<file path="src/rtl/regbank_pkg.sv">
// Register bank shared definitions: geometry, address/data types, ring helper.
// Latency: n/a (types and constants only).
// Backpressure: n/a.
package regbank_pkg;

    localparam int NUMREGS   = 32;
    localparam int DATAWIDTH = 32;
    // One extra address bit beyond what NUMREGS needs, matching the bank's port.
    localparam int ADDRW     = $clog2(NUMREGS) + 1;

    typedef logic [ADDRW-1:0]     regaddr_t;
    typedef logic [DATAWIDTH-1:0] regdata_t;

    // Wrap an index that is known to lie in [0, 2n-2] back into [0, n-1].
    function automatic int rr_wrap(input int a, input int n);
        return (a >= n) ? (a - n) : a;
    endfunction

endpackage

</file>
<file path="src/rtl/regbank_wb_arbiter_rr_arbiter.sv">
// Round-robin arbiter: grants the first requester at or after ptr, wrapping.
// Latency: purely combinational, no state.
// Backpressure: en=0 forces an all-zero grant.
// Ports: req (request vector), en (grant enable), ptr (search start index),
//        gnt (one-hot grant), gnt_idx (binary index of the grant, 0 if none).
module rr_arbiter
    import regbank_pkg::*;
#(
    parameter  int N  = 3,
    localparam int IW = (N > 1) ? $clog2(N) : 1
) (
    input  logic [N-1:0]  req,
    input  logic          en,
    input  logic [IW-1:0] ptr,
    output logic [N-1:0]  gnt,
    output logic [IW-1:0] gnt_idx
);

    logic          found;
    logic [IW-1:0] idx;

    // Walk the ring starting at ptr; the first set request wins.
    always_comb begin
        gnt     = '0;
        gnt_idx = '0;
        found   = 1'b0;
        idx     = '0;
        for (int k = 0; k < N; k++) begin
            idx = IW'(rr_wrap(int'(ptr) + k, N));
            if (en && !found && req[idx]) begin
                found      = 1'b1;
                gnt[idx]   = 1'b1;
                gnt_idx    = idx;
            end
        end
    end

endmodule

</file>
<file path="src/rtl/regbank_wb_arbiter.sv">
// Round-robin share of the register bank write port among NUMREQ writeback units.
// Latency: 1 cycle from accept (valid & ready) to we_o/waddr_o/wdata_o.
// Backpressure: stall_i or rst_i withholds every ready; unaccepted requests just wait.
// Ports: clk_i, rst_i (sync, active-high), stall_i, req_valid_i/req_ready_o (per requester),
//        req_addr_i/req_data_i (per requester), we_o/waddr_o/wdata_o (bank write port), busy_o.
module regbank_wb_arbiter #(
    parameter  int NUMREQ       = 3,
    parameter  int NUMREGS      = regbank_pkg::NUMREGS,
    parameter  int DATAWIDTH    = regbank_pkg::DATAWIDTH,
    parameter  bit ZERO_DISCARD = 1'b1,
    localparam int ADDRW        = $clog2(NUMREGS) + 1,
    localparam int IW           = $clog2(NUMREQ)
) (
    input  logic                             clk_i,
    input  logic                             rst_i,
    input  logic                             stall_i,
    input  logic [NUMREQ-1:0]                req_valid_i,
    output logic [NUMREQ-1:0]                req_ready_o,
    input  logic [NUMREQ-1:0][ADDRW-1:0]     req_addr_i,
    input  logic [NUMREQ-1:0][DATAWIDTH-1:0] req_data_i,
    output logic                             we_o,
    output logic [ADDRW-1:0]                 waddr_o,
    output logic [DATAWIDTH-1:0]             wdata_o,
    output logic                             busy_o
);

    logic [IW-1:0]        rr_ptr;
    logic [IW-1:0]        gnt_idx;
    logic [NUMREQ-1:0]    gnt;
    logic                 accept;
    logic                 discard;
    logic [ADDRW-1:0]     sel_addr;
    logic [DATAWIDTH-1:0] sel_data;

    // Reset is folded into the enable so ready is low in every reset cycle,
    // not only after the first reset edge.
    rr_arbiter #(.N(NUMREQ)) u_arb (
        .req     (req_valid_i),
        .en      (!stall_i && !rst_i),
        .ptr     (rr_ptr),
        .gnt     (gnt),
        .gnt_idx (gnt_idx)
    );

    assign req_ready_o = gnt;
    assign accept      = |gnt;
    assign sel_addr    = req_addr_i[gnt_idx];
    assign sel_data    = req_data_i[gnt_idx];

    // Register 0 is hardwired; the write is consumed (pointer advances) but
    // never reaches the bank.
    assign discard     = ZERO_DISCARD && (sel_addr == '0);

    assign busy_o      = (|req_valid_i) || we_o;

    always_ff @(posedge clk_i) begin
        if (rst_i) begin
            we_o    <= 1'b0;
            waddr_o <= '0;
            wdata_o <= '0;
            rr_ptr  <= '0;
        end else if (accept) begin
            we_o    <= !discard;
            waddr_o <= sel_addr;
            wdata_o <= sel_data;
            rr_ptr  <= IW'(regbank_pkg::rr_wrap(int'(gnt_idx) + 1, NUMREQ));
        end else begin
            we_o    <= 1'b0;
        end
    end

endmodule

</file>
<file path="config.mk">
export PLATFORM = sky130hd
export DESIGN_NAME = regbank_wb_arbiter
export DESIGN_NICKNAME = d
export VERILOG_FILES = /design/src/rtl/regbank_pkg.sv /design/src/rtl/regbank_wb_arbiter_rr_arbiter.sv /design/src/rtl/regbank_wb_arbiter.sv
export SDC_FILE = /design/constraint.sdc
export NUM_CORES = 1
export LEC_CHECK = 0
export ABC_AREA = 1
export BUFFER_PORTS_ARGS = -buffer_cell sky130_fd_sc_hd__buf_2
export CAP_MARGIN = 5
export CORE_MARGIN = 2
export CORE_UTILIZATION = 40
export CTS_CLUSTER_SIZE = 28
export DETAILED_ROUTE_END_ITERATION = 12
export PLACE_DENSITY = 0.76
export SLEW_MARGIN = 15
export SYNTH_ARGS = -nofsm -noshare
export SYNTH_HDL_FRONTEND = slang
export SYNTH_HIERARCHICAL = 1
export SYNTH_SLANG_ARGS = --single-unit
</file>
<file path="constraint.sdc">
create_clock -name clk_i -period 2.3 [get_ports clk_i]
set_input_delay 0.46 -clock clk_i [delete_from_list [all_inputs] [get_ports clk_i]]
set_output_delay 0.46 -clock clk_i [all_outputs]
set_load 0.005 [all_outputs]
</file>
After elaboration in Yosys (flattened, before gate mapping) --
Index checks and enable logic that the tools add are counted.
Storage, ports and cells: register bits after elaboration 41, input bits 120, output and inout bits 43, word-level logic and storage cells 72
Operators by class: $add $sub $neg 7, order comparisons 11, muxes and demuxes 28, bitwise logic cells 3, reductions and logical operators 19
Operators with widths (count):
- $bmux W32 S2 | 1
- $mux W32 | 1
- $mux W2 | 7
- $bmux W6 S2 | 1
- $lt A2 B3 Y1 const B | 4
- $ge A3 B2 Y1 const B | 3
- $logic_and A1 B1 Y1 | 9
- $mux W3 | 3
- $mux W1 | 8
- $add A2 B1 Y3 const B | 2
- $bmux W1 S2 | 3
- $demux W1 S2 | 3
- $ge A2 B1 Y1 const B | 3
- $logic_not A6 Y1 | 1
- $mux W6 | 1
- $or A3 B3 Y3 | 2
- $reduce_or A3 Y1 | 2
- $logic_not A1 Y1 | 5
- $sub A2 B1 Y2 const B | 2
- $sub A2 B2 Y2 const B | 2
- $add A2 B2 Y3 const B | 1
- $ge A2 B2 Y1 const B | 1
- $reduce_or A2 Y1 | 1
- $logic_or A1 B1 Y1 | 1
- $not A1 Y1 | 1

Logic depth before layout (Yosys ltp) --
Gate-level depths: netlist (run 1).
word-level depth 18, depth in mapped cells 20, mapped depth without buffers 18

Modules after synthesis --
The synthesis (run 1) kept the hierarchy.
Modules (own cells, without submodules):
- regbank_wb_arbiter | instances 1, cells an instance 343, area an instance 2398.6 µm², seq. area each 820.8 µm²
- rr_arbiter | instances 1, cells an instance 53, area an instance 291.5 µm², seq. area each 0.0 µm²

Least setup slack after synthesis (run 1) --
No wires, ideal clock.
kind register to register, from reg rr_ptr[0], to reg wdata_o[22], arrival 2055 ps, data required time 2166 ps, setup slack 111 ps, stages on the path, launching flop included 16, period minus slack after synthesis 2189 ps, cells stage by stage dfxtp_1 -> inv_1 -> ha_1 -> inv_2 -> o21ai_0 -> o21ai_0 -> nand3_2 -> nand2_1 -> buf_6 -> inv_4 -> buf_12 -> buf_12 -> nor2_2 -> nor2_1 -> o21ai_1 -> a31oi_1
Between the ends: cells in the longest elaborated chain, start to end 16, elaborated cells between the ends (all ways) 52
RTL lines:
- start: declaration | line regbank_wb_arbiter.sv:27 | logic [IW-1:0] rr_ptr;
- start signal: assignment | line regbank_wb_arbiter.sv:66 | rr_ptr <= IW'(regbank_pkg::rr_wrap(int'(gnt_idx) + 1, NUMREQ));
- parallel branches: the longest is 13 deep, another holds $add A2 B1 Y3
- $mux W2 * | line regbank_wb_arbiter_rr_arbiter.sv:30 | if (en && !found && req[idx]) begin
- named net gnt_idx[0] | line regbank_wb_arbiter.sv:28 | logic [IW-1:0] gnt_idx;
- $bmux W32 S2 * | line regbank_wb_arbiter.sv:48 | assign sel_data = req_data_i[gnt_idx];
- $mux W32 (implied by the code) * | line regbank_wb_arbiter.sv:48
- end signal: assignment | line regbank_wb_arbiter.sv:65 | wdata_o <= sel_data;
- end: declaration | line regbank_wb_arbiter.sv:23 | output logic [DATAWIDTH-1:0] wdata_o,
Mark *: on every way through the listed nets, which the timed path passes. The select of a mux whose other input is x is not followed. A chain may end at the register's enable or synchronous reset.

Worst setup path after layout (run 1) --
from reg rr_ptr[0], to reg we_o
Between the ends: cells in the longest elaborated chain, start to end 18, elaborated cells between the ends (all ways) 56
RTL lines:
- parallel branches: the longest is 13 deep, another holds $add A2 B1 Y3
- $mux W2 * | line regbank_wb_arbiter_rr_arbiter.sv:30
- named net gnt_idx[0] | line regbank_wb_arbiter.sv:28
- $bmux W6 S2 * | line regbank_wb_arbiter.sv:47 | assign sel_addr = req_addr_i[gnt_idx];
- $mux W6 (implied by the code) * | line regbank_wb_arbiter.sv:47
- $logic_not A6 Y1 * | line regbank_wb_arbiter.sv:52 | assign discard = ZERO_DISCARD && (sel_addr == '0);
- $logic_not A1 Y1 * | line regbank_wb_arbiter.sv:63 | we_o <= !discard;
- end signal: assignment | line regbank_wb_arbiter.sv:63
- end: declaration | line regbank_wb_arbiter.sv:21 | output logic we_o,
Marked as above.

==> metrics.cfg, run 1 <==
[final_layout]
layout_common_cells = buf_2, nand2_1, nor2_1, o21ai_0, dfxtp_1
fin_nets = 692
num-fill-cells = 576
drive_gt1_share_pct = 49.1
area_delta_synth_final_pct = 50.8
final_area_mm2 = 0.00406
num_antenna_cells = 0
final_common_cell = buf_2
multi_input_area_mm2 = 0.00168
regArea_um2 = 828

[detailed_routing]
ant_nets = 0
routed_wl_mm = 9.19
first_pass_iters = 5
route.vias.total = 3365
routedWlPerCell_um = 14.2
drt_iter0_drc = 167
via_per_inst = 5.22
drc = 0

[worst_setup_path]
worst-r2r-setup-slack_ns = -0.12
worstRegToRegCells = 19
crit_top_cell = nand2_1
cp.depth = 19
cp.arrival_ns = 2.60
crit_type = flop to flop
worst_path_dominant_cell_family = simple AND/OR/NAND/NOR gates
crit_start = rr_ptr[0]
cpMaxStageDelayCell = dfxtp_4
worst-path-buf-inv = 5
cp-start-kind = flop
cp-endpoint = we_o
r2r_end = we_o
crit_fanout = 6
cp.required_ns = 2.48
end_kind = flop
max_stage_delay_ns = 0.37
worstPathCellList = inv_2, ha_4, inv_4, nand2_2, nand3_2, nand2_4, nand3_4, nor2_4, nor2_2, nand2_4, inv_8, clkbuf_2, nand2_1, nand3_1, nand2_1, nor2_1, nand3_1, nand2_1, inv_1
timing.rr.start = rr_ptr[0]

[clocking]
clockBufferDepth = 2
cts_tree = done
worstSkewPairLatency_ns = 0.28
clock-sinks = 41
clkTransAtPathRegs_ns = 0.08
tritoncts.num_buffers = 5
htreeDepth = 2
cts.hold.buffers_added = 0
clockRootBuffer = clkbuf_8

[timing]
relSlewSlack_pct = 70.2
hold_viol_final = 0
tightest_slew_ns = 0.445
drv_slew = 0
setup_viol = 1
worst_slack_ns = -0.115
rsz0062_at_grt = true
layout_min_cycle_time_ns = 2.42
skew_ns = 0.00266
fin_setup_tns_ns = -0.115
fmax_ghz = 0.414
period_share_pct = 105

[power]
swShare_pct = 42.3
power_frac_comb_pct = 61.9
p_leak_nw = 1.97
p_seq_share_pct = 25.5
power_density_mw_per_mm2 = 1160
p_int_mw = 2.71
clockPowerShare_pct = 12.6
max-vdd-ir-drop_uv = 532
total_power_mw = 4.71
switchingPower_mw = 1.99

[synthesis]
avgSynthCellArea_um2 = 6.79
seq_area_frac_synth_pct = 30.5
yosysTopAreaCellShare_pct = 30.5
synth_area_mm2 = 0.00269
synth_top_area_cell = dfxtp_1
ys_ff_latch = 41
synth.distinct_cells = 25
syn-num-nets = 521
syn_inst = 396
ys_warn_count = 6
synthTopCellsByArea = dfxtp_1, nand2_1, o21ai_0, a31oi_1, nor2_2

[placement]
portBuffers = 162
pre_cts_ws_ns = -0.132
dpl.hpwl_mm = 6.52
place_area_mm2 = 0.00355
place.gp.congestion = 0.927

[die]
dieArea_mm2 = 0.00740
start_util_pct = 41.9
dieHeight_um = 86.0
placementRows = 29
io_pins = 163
core_area_mm2 = 0.00642
die_x_um = 86.0

[global_route]
grt_max_degree = 30
antenna_found_initial = 0
first_global_vias = 2961
grt_overflow = 0
grt_pass1_wl_mm = 13.4
grt_use_total_pct = 22.2

[outcome]
violations = setup timing
status = complete, but fails checks

[run]
cap_violations = 0

[min_path]
hp-class = input pin to flop

## power groups by stage
stage / logic [mW] / registers [mW] / clock network, mW
after CTS: 2.30 / 1.18 / 0.611
final: 2.92 / 1.20 / 0.591
after floorplan: 1.50 / 1.20 / 0
after global placement: 2.22 / 1.18 / 0
after global routing: 3.20 / 1.23 / 0.646
after detailed placement: 2.27 / 1.19 / 0
## state kept, by name, indices dropped and copies added (netlist names)
signal,count
wdata_o,32
waddr_o,6
rr_ptr,2
we_o,1
## how the worst min path moves through the flow
| stage | startpoint | to | cells past startpoint |
|---|---|---|---|
| 6_report | req_data_i[84] | wdata_o[20] | 3 |
| 5_1_grt | req_data_i[76] | wdata_o[12] | 3 |
| 4_1_cts | req_data_i[72] | wdata_o[8] | 3 |
| 3_5_place_dp | wdata_o[27] | wdata_o[27] | 2 |
| 3_3_place_gp | wdata_o[1] | wdata_o[1] | 2 |
| 2_1_floorplan | wdata_o[0] | wdata_o[0] | 2 |
## stage by stage
step / util [%] / instances / hold WS (ns)
6_report: 63.2 / 645 / 0.425
2_1_floorplan: - / 396 / 0.530
5_1_grt: 63.2 / 645 / 0.430
3_5_place_dp: 55.2 / 628 / 0.529
4_1_cts: 57.6 / 638 / 0.421
3_3_place_gp: 55.2 / 628 / 0.522
## worst reg2reg max path, cell delays in order (launching register included)
cell	delay, ns
dfxtp_4	0.37
inv_2	0.05
ha_4	0.23
inv_4	0.10
nand2_2	0.06
nand3_2	0.08
nand2_4	0.07
nand3_4	0.12
nor2_4	0.06
nor2_2	0.15
nand2_4	0.13
inv_8	0.11
clkbuf_2	0.16
nand2_1	0.08
nand3_1	0.08
nand2_1	0.08
nor2_1	0.13
nand3_1	0.12
nand2_1	0.09
inv_1	0.04
## synth_stat cells
library cell and n:
nor2_1 53, o21ai_1 30, clkbuf_1 11, o21bai_1 6, dfxtp_1 41, or2_0 1, clkinv_1 1, inv_1 29
a31oi_1 32, buf_6 9, o21ai_0 44, nor2_4 2, or4_1 1, nor2_2 32, nand4_1 1, nand3_1 13
nand3_2 3, o21ai_2 1, clkbuf_2 3, inv_4 1, ha_1 5, nand2_1 64, inv_2 3, buf_12 4
nand2_2 6
## cell families after synthesis
kind of cell / share of synthesized area (%)
buffers and inverters: 13.7
adder cells (fa/ha/maj): 2.33
AND/OR/NAND/NOR: 30.3
flip-flops: 30.5
AO/OA/AOI/OAI: 23.2
## cell type report
class	instances	area share [%]
sequential	41	20.4
multi-input combinational	294	41.5
timing repair buffer	190	29.1
clock inverter	1	0.740
timing repair inverter	1	0.123
inverter	34	3.55
tap	77	2.38
clock buffer	7	2.13
## metal layers
layer  global-route usage [%]  routed length (µm)  part of all wire (%)  vias up
li1                         -                   -                     -     1643
met1                     27.2                3620                    39     1518
met2                     40.0                4650                    51      185
met3                     4.81                 762                   8.3       19
met4                     4.62                 162                   1.8        0
met5                        0                   0                     0        -
## what timing repair did
item                       4_1_cts  5_1_grt
setup endpoints to repair       40       44
gates resized for setup          3       72
buffers inserted                 2        5
pin swaps                        1       26
cloned                           0        3
No activity file was read; power rests on OpenSTA's default activity.
==> run 2, diff against run 1 <==
--- a/config.mk
+++ b/config.mk
@@ -9,10 +9,10 @@
 export BUFFER_PORTS_ARGS = -buffer_cell sky130_fd_sc_hd__buf_2
 export CAP_MARGIN = 5
 export CORE_MARGIN = 2
-export CORE_UTILIZATION = 40
+export CORE_UTILIZATION = 44
 export CTS_CLUSTER_SIZE = 28
 export DETAILED_ROUTE_END_ITERATION = 12
-export PLACE_DENSITY = 0.76
+export PLACE_DENSITY = 0.79
 export SLEW_MARGIN = 15
 export SYNTH_ARGS = -nofsm -noshare
 export SYNTH_HDL_FRONTEND = slang
==> constraint.sdc (replaced) <==
create_clock -name clk_i -period 2.72 [get_ports clk_i]
set_input_delay 0.544 -clock clk_i [delete_from_list [all_inputs] [get_ports clk_i]]
set_output_delay 0.544 -clock clk_i [all_outputs]
set_load 0.005 [all_outputs]
==> run 2 against run 1 <==
The flow now finishes without violations. Utilization fell by 2.7 points. Design area fell by 12%. Fmax fell by 2.2%.
==> metrics.cfg, run 2 (synthesis results as in run 1) <==
[placement]
place.gp.congestion = 1.01  ; +8.8%
place_area_mm2 = 0.00346  ; -2.5%
portBuffers = 162  ; unchanged
pre_cts_ws_ns = 0.230  ; +0.363 ns
place_inst = 616  ; -1.9%
dpl.hpwl_mm = 6.00  ; -8.0%

[power]
power_density_mw_per_mm2 = 929  ; -20%
p_leak_nw = 1.81  ; -8.4%
p_seq_share_pct = 29.7  ; +4.2 points
swShare_pct = 43.5  ; +1.2 points
switchingPower_mw = 1.45  ; -27%
power_frac_comb_pct = 55.5  ; -6.4 points
p_int_mw = 1.88  ; -31%
clockPowerShare_pct = 14.8  ; +2.2 points
total_power_mw = 3.33  ; -29%
max-vdd-ir-drop_uv = 446  ; -16%

[clocking]
clockBufferDepth = 2  ; unchanged
clkTransAtPathRegs_ns = 0.08  ; about the same
worstSkewPairLatency_ns = 0.29  ; about the same
post_cts_buffers = 0  ; -2
cts_tree = done
tritoncts.num_buffers = 5  ; unchanged
htreeDepth = 2  ; unchanged
cts.hold.buffers_added = 0  ; unchanged
clock-sinks = 41  ; unchanged
clockRootBuffer = clkbuf_8

[detailed_routing]
first_pass_iters = 5  ; unchanged
routedWlPerCell_um = 12.7  ; -11%
drt_iter0_drc = 131  ; -22%
via_per_inst = 4.99  ; -4.3%
routed_wl_mm = 7.95  ; -13%
drc = 0  ; unchanged
ant_nets = 0  ; unchanged
route.vias.total = 3114  ; -7.5%

[timing]
hold_ws_ns = 0.517  ; +0.0921 ns
skew_ns = 0.00489  ; +0.00222 ns
setup_viol = 0  ; -1
worst_slack_ns = 0.252  ; +0.367 ns
layout_min_cycle_time_ns = 2.47  ; +0.0532 ns
fmax_ghz = 0.405  ; -2.2%
fin_setup_tns_ns = 0  ; +0.115 ns
drv_slew = 0  ; unchanged
relSlewSlack_pct = 75.4  ; +5.2 points
tightest_slew_ns = 0.369  ; -0.0761 ns
period_share_pct = 90.8  ; -14 points
hold_viol_final = 0  ; unchanged
rsz0062_at_grt = false

[final_layout]
num_antenna_cells = 0  ; unchanged
largest_reg_flops = 32  ; unchanged
area_delta_synth_final_pct = 33.1
regArea_um2 = 821  ; -0.91%
final_area_mm2 = 0.00358  ; -12%
fin_nets = 673  ; -2.7%
drive_gt1_share_pct = 41.5  ; -7.6 points
num-fill-cells = 581  ; +0.87%
final_cells = 624  ; -3.3%
multi_input_area_mm2 = 0.00150  ; -11%
layout_common_cells = buf_2, nand2_1, nor2_1, o21ai_0, dfxtp_1
regMostFlops = wdata_o
final_util_pct = 60.5  ; -2.7 points
final_common_cell = buf_2
largestRegisters = wdata_o (32), waddr_o (6), rr_ptr (2)

[worst_setup_path]
crit_type = flop to flop
cp-start-kind = flop
cpMaxStageDelayCell = dfxtp_1
crit_fanout = 22  ; +16
end_kind = flop
cp.required_ns = 2.91  ; +0.43 ns
cp.depth = 15  ; -4
max_stage_delay_ns = 0.38  ; about the same
crit_top_cell = nand2_1
worst_path_dominant_cell_family = simple AND/OR/NAND/NOR gates
worstPathCellList = inv_1, ha_1, inv_2, o21ai_0, o21ai_0, nand3_2, nand2_1, buf_4, nand2_1, nand3_1, nand2_1, nor2_1, nand3_1, nand2_1, inv_1
cp.arrival_ns = 2.66  ; +0.06 ns
worst-path-buf-inv = 4  ; -1
worstRegToRegCells = 15  ; -4

[die]
die_x_um = 82.2  ; -4.4%
dieArea_mm2 = 0.00676  ; -8.7%
dieHeight_um = 82.2  ; -4.4%
io_pins = 163  ; unchanged
placementRows = 28  ; -3.4%
start_util_pct = 45.4  ; +3.5 points
core_area_mm2 = 0.00592  ; -7.8%

[run]
cap_violations = 0  ; unchanged

[global_route]
first_global_vias = 2809  ; -5.1%
grt_use_total_pct = 22.7  ; +0.49 points
grt_overflow = 0  ; unchanged
grt_pass1_wl_mm = 12.3  ; -8.1%
grt_max_degree = 49  ; +63%
antenna_found_initial = 0  ; unchanged

[outcome]
status = completed

[min_path]
worstHoldPathCells = 3  ; unchanged
hp-class = input pin to flop

==> run 2: power by group through the flow <==
stage | Combinational (mW) | Sequential, mW | Clock (mW)
floorplan | 1.26 | 1.01 | 0
global placement | 1.79 | 0.994 | 0
detailed placement | 1.83 | 0.994 | 0
CTS | 1.84 | 0.987 | 0.512
global route | 2.10 | 1.02 | 0.535
finish | 1.85 | 0.988 | 0.494
==> run 2: worst register-to-register path: stages (launching register included) <==
cell and delay (ns):
dfxtp_1 0.38, inv_1 0.08, ha_1 0.33, inv_2 0.11, o21ai_0 0.09, o21ai_0 0.27
nand3_2 0.12, nand2_1 0.16, buf_4 0.31, nand2_1 0.09, nand3_1 0.09, nand2_1 0.08
nor2_1 0.10, nand3_1 0.07, nand2_1 0.06, inv_1 0.03
==> run 2: layout make-up <==
class                   count  share of cell area (%)
flip-flops and latches     41                    22.9
clock inverters             3                    1.22
clock buffers               5                    1.92
well taps                  75                    2.62
multi-input cells         294                    41.9
repair buffers            172                    25.8
inverters                  34                    3.63
==> run 2: final timing paths <==
check	from	endpoint	slack [ns]
min	req_data_i[83]	wdata_o[19]	0.52
max reg2reg	rr_ptr[0]	we_o	0.25
min reg2reg	wdata_o[12]	wdata_o[12]	0.55
max	rr_ptr[0]	we_o	0.25
==> run 2: routing by layer <==
layer | GRT usage (%) | vias up | share of wire [%]
met2 | 42.0 | 137 | 49
met3 | 3.37 | 6 | 5.9
met4 | 4.00 | 0 | 0.83
met1 | 28.0 | 1358 | 44
li1 | - | 1613 | -
met5 | 0 | - | 0
==> run 2: what timing repair did <==
action	in CTS	in global routing
hold endpoints to repair	0	0
gates resized for setup	0	3
endpoints found under the setup margin	0	28
